==> src/rtl/usb_nrzi_line_encoder_if.sv <==
// Serial transmit bus between the bit stuffer side and the NRZI line encoder.
// master = upstream driver, slave = encoder; state_dbg exposes the encoder FSM.
interface usb_nrzi_line_encoder_if;
    logic       in_bit;
    logic       in_valid;
    logic       eop_req;
    logic       dp;
    logic       dm;
    logic       tx_oe;
    logic       busy;
    logic       err;
    logic [1:0] state_dbg;

    modport master (
        output in_bit, in_valid, eop_req,
        input  dp, dm, tx_oe, busy, err, state_dbg
    );

    modport slave (
        input  in_bit, in_valid, eop_req,
        output dp, dm, tx_oe, busy, err, state_dbg
    );
endinterface

==> src/rtl/usb_nrzi_line_encoder.sv <==
// USB transmit NRZI encoder with EOP (SE0 then J) generation and output-enable control.
// Define USB_NRZI_LOW_SPEED_EN to swap J/K polarity for low-speed signalling.
module usb_nrzi_line_encoder #(
    parameter int EOP_SE0_CYCLES = 2,
    parameter int EOP_J_CYCLES   = 1
) (
    input  logic                    clk,
    input  logic                    RST,
    usb_nrzi_line_encoder_if.slave  bus
);
    localparam logic [1:0] S_IDLE    = 2'd0;
    localparam logic [1:0] S_ACTIVE  = 2'd1;
    localparam logic [1:0] S_EOP_SE0 = 2'd2;
    localparam logic [1:0] S_EOP_J   = 2'd3;

    localparam logic [2:0] SE0_LOAD = 3'(EOP_SE0_CYCLES - 1);
    localparam logic [2:0] J_LOAD   = 3'(EOP_J_CYCLES - 1);

`ifdef USB_NRZI_LOW_SPEED_EN
    localparam logic J_DP = 1'b0;
`else
    localparam logic J_DP = 1'b1;
`endif

    logic [1:0] state_q, state_d;
    logic       level_q, level_d;   // 0 = J, 1 = K
    logic [2:0] cnt_q, cnt_d;
    logic       dp_q, dp_d;
    logic       dm_q, dm_d;
    logic       oe_q, oe_d;
    logic       err_q, err_d;
    logic       drive_k;
    logic       drive_se0;

    always_comb begin
        state_d   = state_q;
        level_d   = level_q;
        cnt_d     = cnt_q;
        err_d     = 1'b0;
        oe_d      = 1'b1;
        drive_k   = 1'b0;
        drive_se0 = 1'b0;
        case (state_q)
            S_IDLE: begin
                err_d = bus.eop_req;
                oe_d  = 1'b0;
                // First bit is encoded against the idle J reference.
                if (bus.in_valid) begin
                    state_d = S_ACTIVE;
                    level_d = ~bus.in_bit;
                    drive_k = ~bus.in_bit;
                    oe_d    = 1'b1;
                end
            end
            S_ACTIVE: begin
                if (bus.in_valid && !bus.in_bit) begin
                    level_d = ~level_q;
                end
                drive_k = level_d;
                if (bus.eop_req) begin
                    state_d = S_EOP_SE0;
                    cnt_d   = SE0_LOAD;
                end
            end
            S_EOP_SE0: begin
                drive_se0 = 1'b1;
                err_d     = bus.in_valid;
                if (cnt_q == 3'd0) begin
                    state_d = S_EOP_J;
                    cnt_d   = J_LOAD;
                end else begin
                    cnt_d = cnt_q - 3'd1;
                end
            end
            S_EOP_J: begin
                err_d = bus.in_valid;
                if (cnt_q == 3'd0) begin
                    state_d = S_IDLE;
                    level_d = 1'b0;
                end else begin
                    cnt_d = cnt_q - 3'd1;
                end
            end
            default: begin
                state_d = S_IDLE;
                level_d = 1'b0;
                cnt_d   = 3'd0;
                oe_d    = 1'b0;
            end
        endcase
        dp_d = drive_se0 ? 1'b0 : (drive_k ? ~J_DP : J_DP);
        dm_d = drive_se0 ? 1'b0 : (drive_k ? J_DP : ~J_DP);
    end

    always_ff @(posedge clk) begin
        if (RST) begin
            state_q <= S_IDLE;
            level_q <= 1'b0;
            cnt_q   <= 3'd0;
            dp_q    <= J_DP;
            dm_q    <= ~J_DP;
            oe_q    <= 1'b0;
            err_q   <= 1'b0;
        end else begin
            state_q <= state_d;
            level_q <= level_d;
            cnt_q   <= cnt_d;
            dp_q    <= dp_d;
            dm_q    <= dm_d;
            oe_q    <= oe_d;
            err_q   <= err_d;
        end
    end

    assign bus.dp        = dp_q;
    assign bus.dm        = dm_q;
    assign bus.tx_oe     = oe_q;
    assign bus.err       = err_q;
    assign bus.busy      = (state_q != S_IDLE);
    assign bus.state_dbg = state_q;
endmodule

==> src/flat_wrapper.sv <==
// flat-port wrapper written by rule: the top's interface ports become plain ports
module usb_nrzi_line_encoder_flat 
#(
    parameter int EOP_SE0_CYCLES = 2,
    parameter int EOP_J_CYCLES   = 1
)
  (clk, RST, bus_in_bit, bus_in_valid, bus_eop_req, bus_dp, bus_dm, bus_tx_oe, bus_busy, bus_err, bus_state_dbg);
  usb_nrzi_line_encoder_if bus_i ();
  input  logic clk;
  input  logic RST;
  input wire logic [$bits(bus_i.in_bit)-1:0] bus_in_bit;
  input wire logic [$bits(bus_i.in_valid)-1:0] bus_in_valid;
  input wire logic [$bits(bus_i.eop_req)-1:0] bus_eop_req;
  output wire logic [$bits(bus_i.dp)-1:0] bus_dp;
  output wire logic [$bits(bus_i.dm)-1:0] bus_dm;
  output wire logic [$bits(bus_i.tx_oe)-1:0] bus_tx_oe;
  output wire logic [$bits(bus_i.busy)-1:0] bus_busy;
  output wire logic [$bits(bus_i.err)-1:0] bus_err;
  output wire logic [$bits(bus_i.state_dbg)-1:0] bus_state_dbg;
  assign bus_i.in_bit = bus_in_bit;
  assign bus_i.in_valid = bus_in_valid;
  assign bus_i.eop_req = bus_eop_req;
  assign bus_dp = bus_i.dp;
  assign bus_dm = bus_i.dm;
  assign bus_tx_oe = bus_i.tx_oe;
  assign bus_busy = bus_i.busy;
  assign bus_err = bus_i.err;
  assign bus_state_dbg = bus_i.state_dbg;
  usb_nrzi_line_encoder #(.EOP_SE0_CYCLES(EOP_SE0_CYCLES), .EOP_J_CYCLES(EOP_J_CYCLES)) u_core (.clk(clk), .RST(RST), .bus(bus_i));
endmodule
==> config.mk <==
export PLATFORM = sky130hd
export DESIGN_NAME = usb_nrzi_line_encoder_flat
export DESIGN_NICKNAME = d
export VERILOG_FILES = /design/src/rtl/usb_nrzi_line_encoder_if.sv /design/src/rtl/usb_nrzi_line_encoder.sv /design/src/flat_wrapper.sv
export SDC_FILE = /design/constraint.sdc
export NUM_CORES = 1
export LEC_CHECK = 0
export ABC_AREA = 1
export CELL_PAD_IN_SITES_DETAIL_PLACEMENT = 1
export CELL_PAD_IN_SITES_GLOBAL_PLACEMENT = 2
export CORE_MARGIN = 1.5
export CORE_UTILIZATION = 26
export CTS_CLUSTER_DIAMETER = 80
export CTS_CLUSTER_SIZE = 14
export DETAILED_ROUTE_END_ITERATION = 12
export PLACE_DENSITY = 0.83
export SYNTH_ARGS = -nofsm -noshare
export SYNTH_HDL_FRONTEND = slang
export SYNTH_SLANG_ARGS = --single-unit
export TNS_END_PERCENT = 50
==> constraint.sdc <==
create_clock -name clk -period 1.7 [get_ports clk]
set_input_delay 0.17 -clock clk [delete_from_list [all_inputs] [get_ports clk]]
set_output_delay 0.17 -clock clk [all_outputs]
set_load 0.01 [all_outputs]
==> impl_results.md <==
- Outcome: finished clean
- DRT iter0 DRCs: 1
- Pin count of the biggest net entering global routing: 7
- Fillers: 313
- P_sw: 667 uW
- Max-Cap Viols: 0
- WP depth: 2
- Yosys reg bits: 10
- Vias in the first global route: 620
- CP max-delay cell: clkdlybuf4s50_1
- Initial antenna violation count: 0
- Final TNS setup: 0 ns
- Yosys warns: 0
- Routed WL per cell: 11.1 um
- Unique masters post-synth: 15
- Reg2Reg Launch Point: u_core.bus.state_dbg[0]
- Max-slew headroom: 82.5%
- Final setup viols: 0
- Sequential element share of the synthesized area: 31.7%
- Final Hold Viols: 0
- CP bufs+invs: 2
- CTS tree: built
- DIE AREA: 2730 um^2
- GR Util All Layers: 13.4%
- CORE AREA: 2250 um^2
- Number of diodes: 0
- Clock share of power: 15.0%
- Placer Congestion: 0.725
- R2r setup slk: 0.28 ns
- Post-route insts no fill: 140
- Startpoint Class: register
- Logic pwr share: 59.6%
- Gr ovfl total: 0
- Rows: 17
- Vias: 626
- CP arrival: 1.27 ns
- Period minus WS final: 1.44 ns
- Flop pwr share: 25.4%
- Residual DRC: 0
- Dpl hpwl: 1.28 mm
- Final max-slew violation count: 0
- Io pins: 12
- R2R Path End: u_core.cnt_q[0]
- Clock Sink Count: 10
- Internal power: 838 uW
- Num CTS Buffers: 3
- Commonest cells after routing, fill and taps aside: nand2_1, inv_1, nand3_1, clkdlybuf4s50_1, dfxtp_1
- Clk_skew: 0.00384 ns
- DRT Pass-1 Iters: 2
- Switching part of the total: 44.3%
- CP endpoint: bus_state_dbg[0]
- Synthesized area per cell: 6.58 um^2
- Fmax: 0.696 GHz
- Top delay family on crit path: buffers and inverters
- Syn Nets: 109
- Die height: 52.3 um
- Hold Buf Count CTS: 0
- Peak supply drop: 865 uV
- Die X: 52.3 um
- HP Class: register to register
- Critical-path cell list: buf_4, clkdlybuf4s50_1
- Final wirelength: 1.55 mm
- Unrepaired setup endpoints after global routing: no
- Syn Inst Count: 96
- Setup CP Type: register to output pin
- Slew @ Worst Pin: 0.262 ns
- Setup bufs post-CTS: 0
- PwrDens: 1810 nW/um^2
- Routed vias/inst: 4.47
- # port buffers: 11
- Crit-path max FO: 5
- Crit path from: u_core.bus.state_dbg[0]
- Worst setup EP type: output pin
- Placed Instances: 136
- Clock transition at the registers of the reported paths: 0.08 ns
- CTS resizes: 4
- Post-route ant nets: 0
- Clock latency on the worst-skew pair: 0.27 ns
- Pleak: 0.426 nW
- Nets@finish: 126
- Ratio of cells with drive above 1 in the final layout: 10.7%
- H-tree depth: 1
- Largest stage delay, worst path: 0.53 ns
- Most common cell after layout, fill and taps aside: nand2_1
- Mapped Area: 632 um^2
- Area grow syn2layout: 31.3%
- Max clock buf depth: 2
- Worst reg-to-reg path cell count: 8
- Initial core utilization: 28.0%
- Final period util: 84.5%
- First-pass GRT wire length: 2.66 mm
- Root Driver: clkbuf_4
- Worst EP required: 1.53 ns
-- worst min-delay path: stages, from the launching register on --
cell and delay, ns:
dfxtp_1 0.31, nand2_1 0.06, a21oi_1 0.06
-- cell usage after synthesis --
cell type  number  share of area (%)
nand2_1        30                 18
inv_2           1               0.59
nor3_1          1               0.79
nand2_2         1               0.99
nor2_1          8                4.8
dfxtp_1        10                 32
a22oi_1         1                1.2
a21oi_2         1                1.4
nor2_2          1               0.99
nand3_1        10                7.9
ha_1            8                 16
nand4_1         1               0.99
o21ai_0         1               0.79
inv_1          16                9.5
a21oi_1         6                4.8
-- layer usage --
layer	wire, um	vias to the layer above	track usage [%]
li1	-	328	-
met1	764	286	16.7
met2	708	7	21.9
met3	40	5	2.57
met4	36	0	6.41
met5	0	-	0
-- cells by family after synthesis --
kind of cell / after synthesis / share of synthesized area [%]
AO/OA/AOI/OAI: 9 / 8.12
AND/OR/NAND/NOR: 52 / 34.3
buffers and inverters: 17 / 10.1
adder cells (fa/ha/maj): 8 / 15.8
flip-flops: 10 / 31.7
-- how the worst min path moves through the flow --
| stage | start | endpoint | slack (ns) | cells after the start |
|---|---|---|---|---|
| finish | u_core.cnt_q[1] | u_core.cnt_q[1] | 0.47 | 2 |
| CTS | u_core.cnt_q[1] | u_core.cnt_q[1] | 0.48 | 2 |
| detailed placement | u_core.cnt_q[1] | u_core.cnt_q[1] | 0.47 | 2 |
| global placement | u_core.cnt_q[1] | u_core.cnt_q[1] | 0.46 | 2 |
| floorplan | RST | u_core.bus.state_dbg[1] | 0.24 | 1 |
| global route | u_core.cnt_q[1] | u_core.cnt_q[1] | 0.52 | 2 |
-- cell type report --
cell class	instances	area [um^2]	share of cell area [%]
Inverter	17	63.8	7.69
Sequential cell	10	204	24.6
Clock buffer	4	36.3	4.37
Tap cell	28	35.0	4.22
Multi-Input combinational cell	69	370	44.6
Timing Repair Buffer	12	120	14.5
-- flip-flops by register name (all words and copies together) (netlist names) --
signal                count
u_core.bus.dm             1
u_core.bus.dp             1
u_core.bus.err            1
u_core.bus.state_dbg      2
u_core.bus.tx_oe          1
u_core.cnt_q              3
u_core.level_q            1
-- stage by stage --
step	util, %	worst slack (ns)	total power [mW]	area [um^2]	hold slack (ns)
after floorplan	-	0.366	0.958	632	0.239
after global placement	34.8	0.180	1.26	785	0.460
after detailed placement	34.8	0.115	1.28	785	0.468
after CTS	36.7	0.0148	1.53	827	0.479
after global routing	36.8	0.200	1.67	830	0.521
final	36.8	0.263	1.50	830	0.473
-- power groups by stage --
stage                     logic (mW)  registers (mW)  clock network (mW)
after floorplan                0.552           0.407                   0
after global placement         0.886           0.374                   0
after detailed placement       0.905           0.379                   0
after CTS                      0.918           0.382               0.233
after global routing            1.03           0.390               0.247
final                          0.897           0.382               0.226
(Power assumes the default switching activity.)
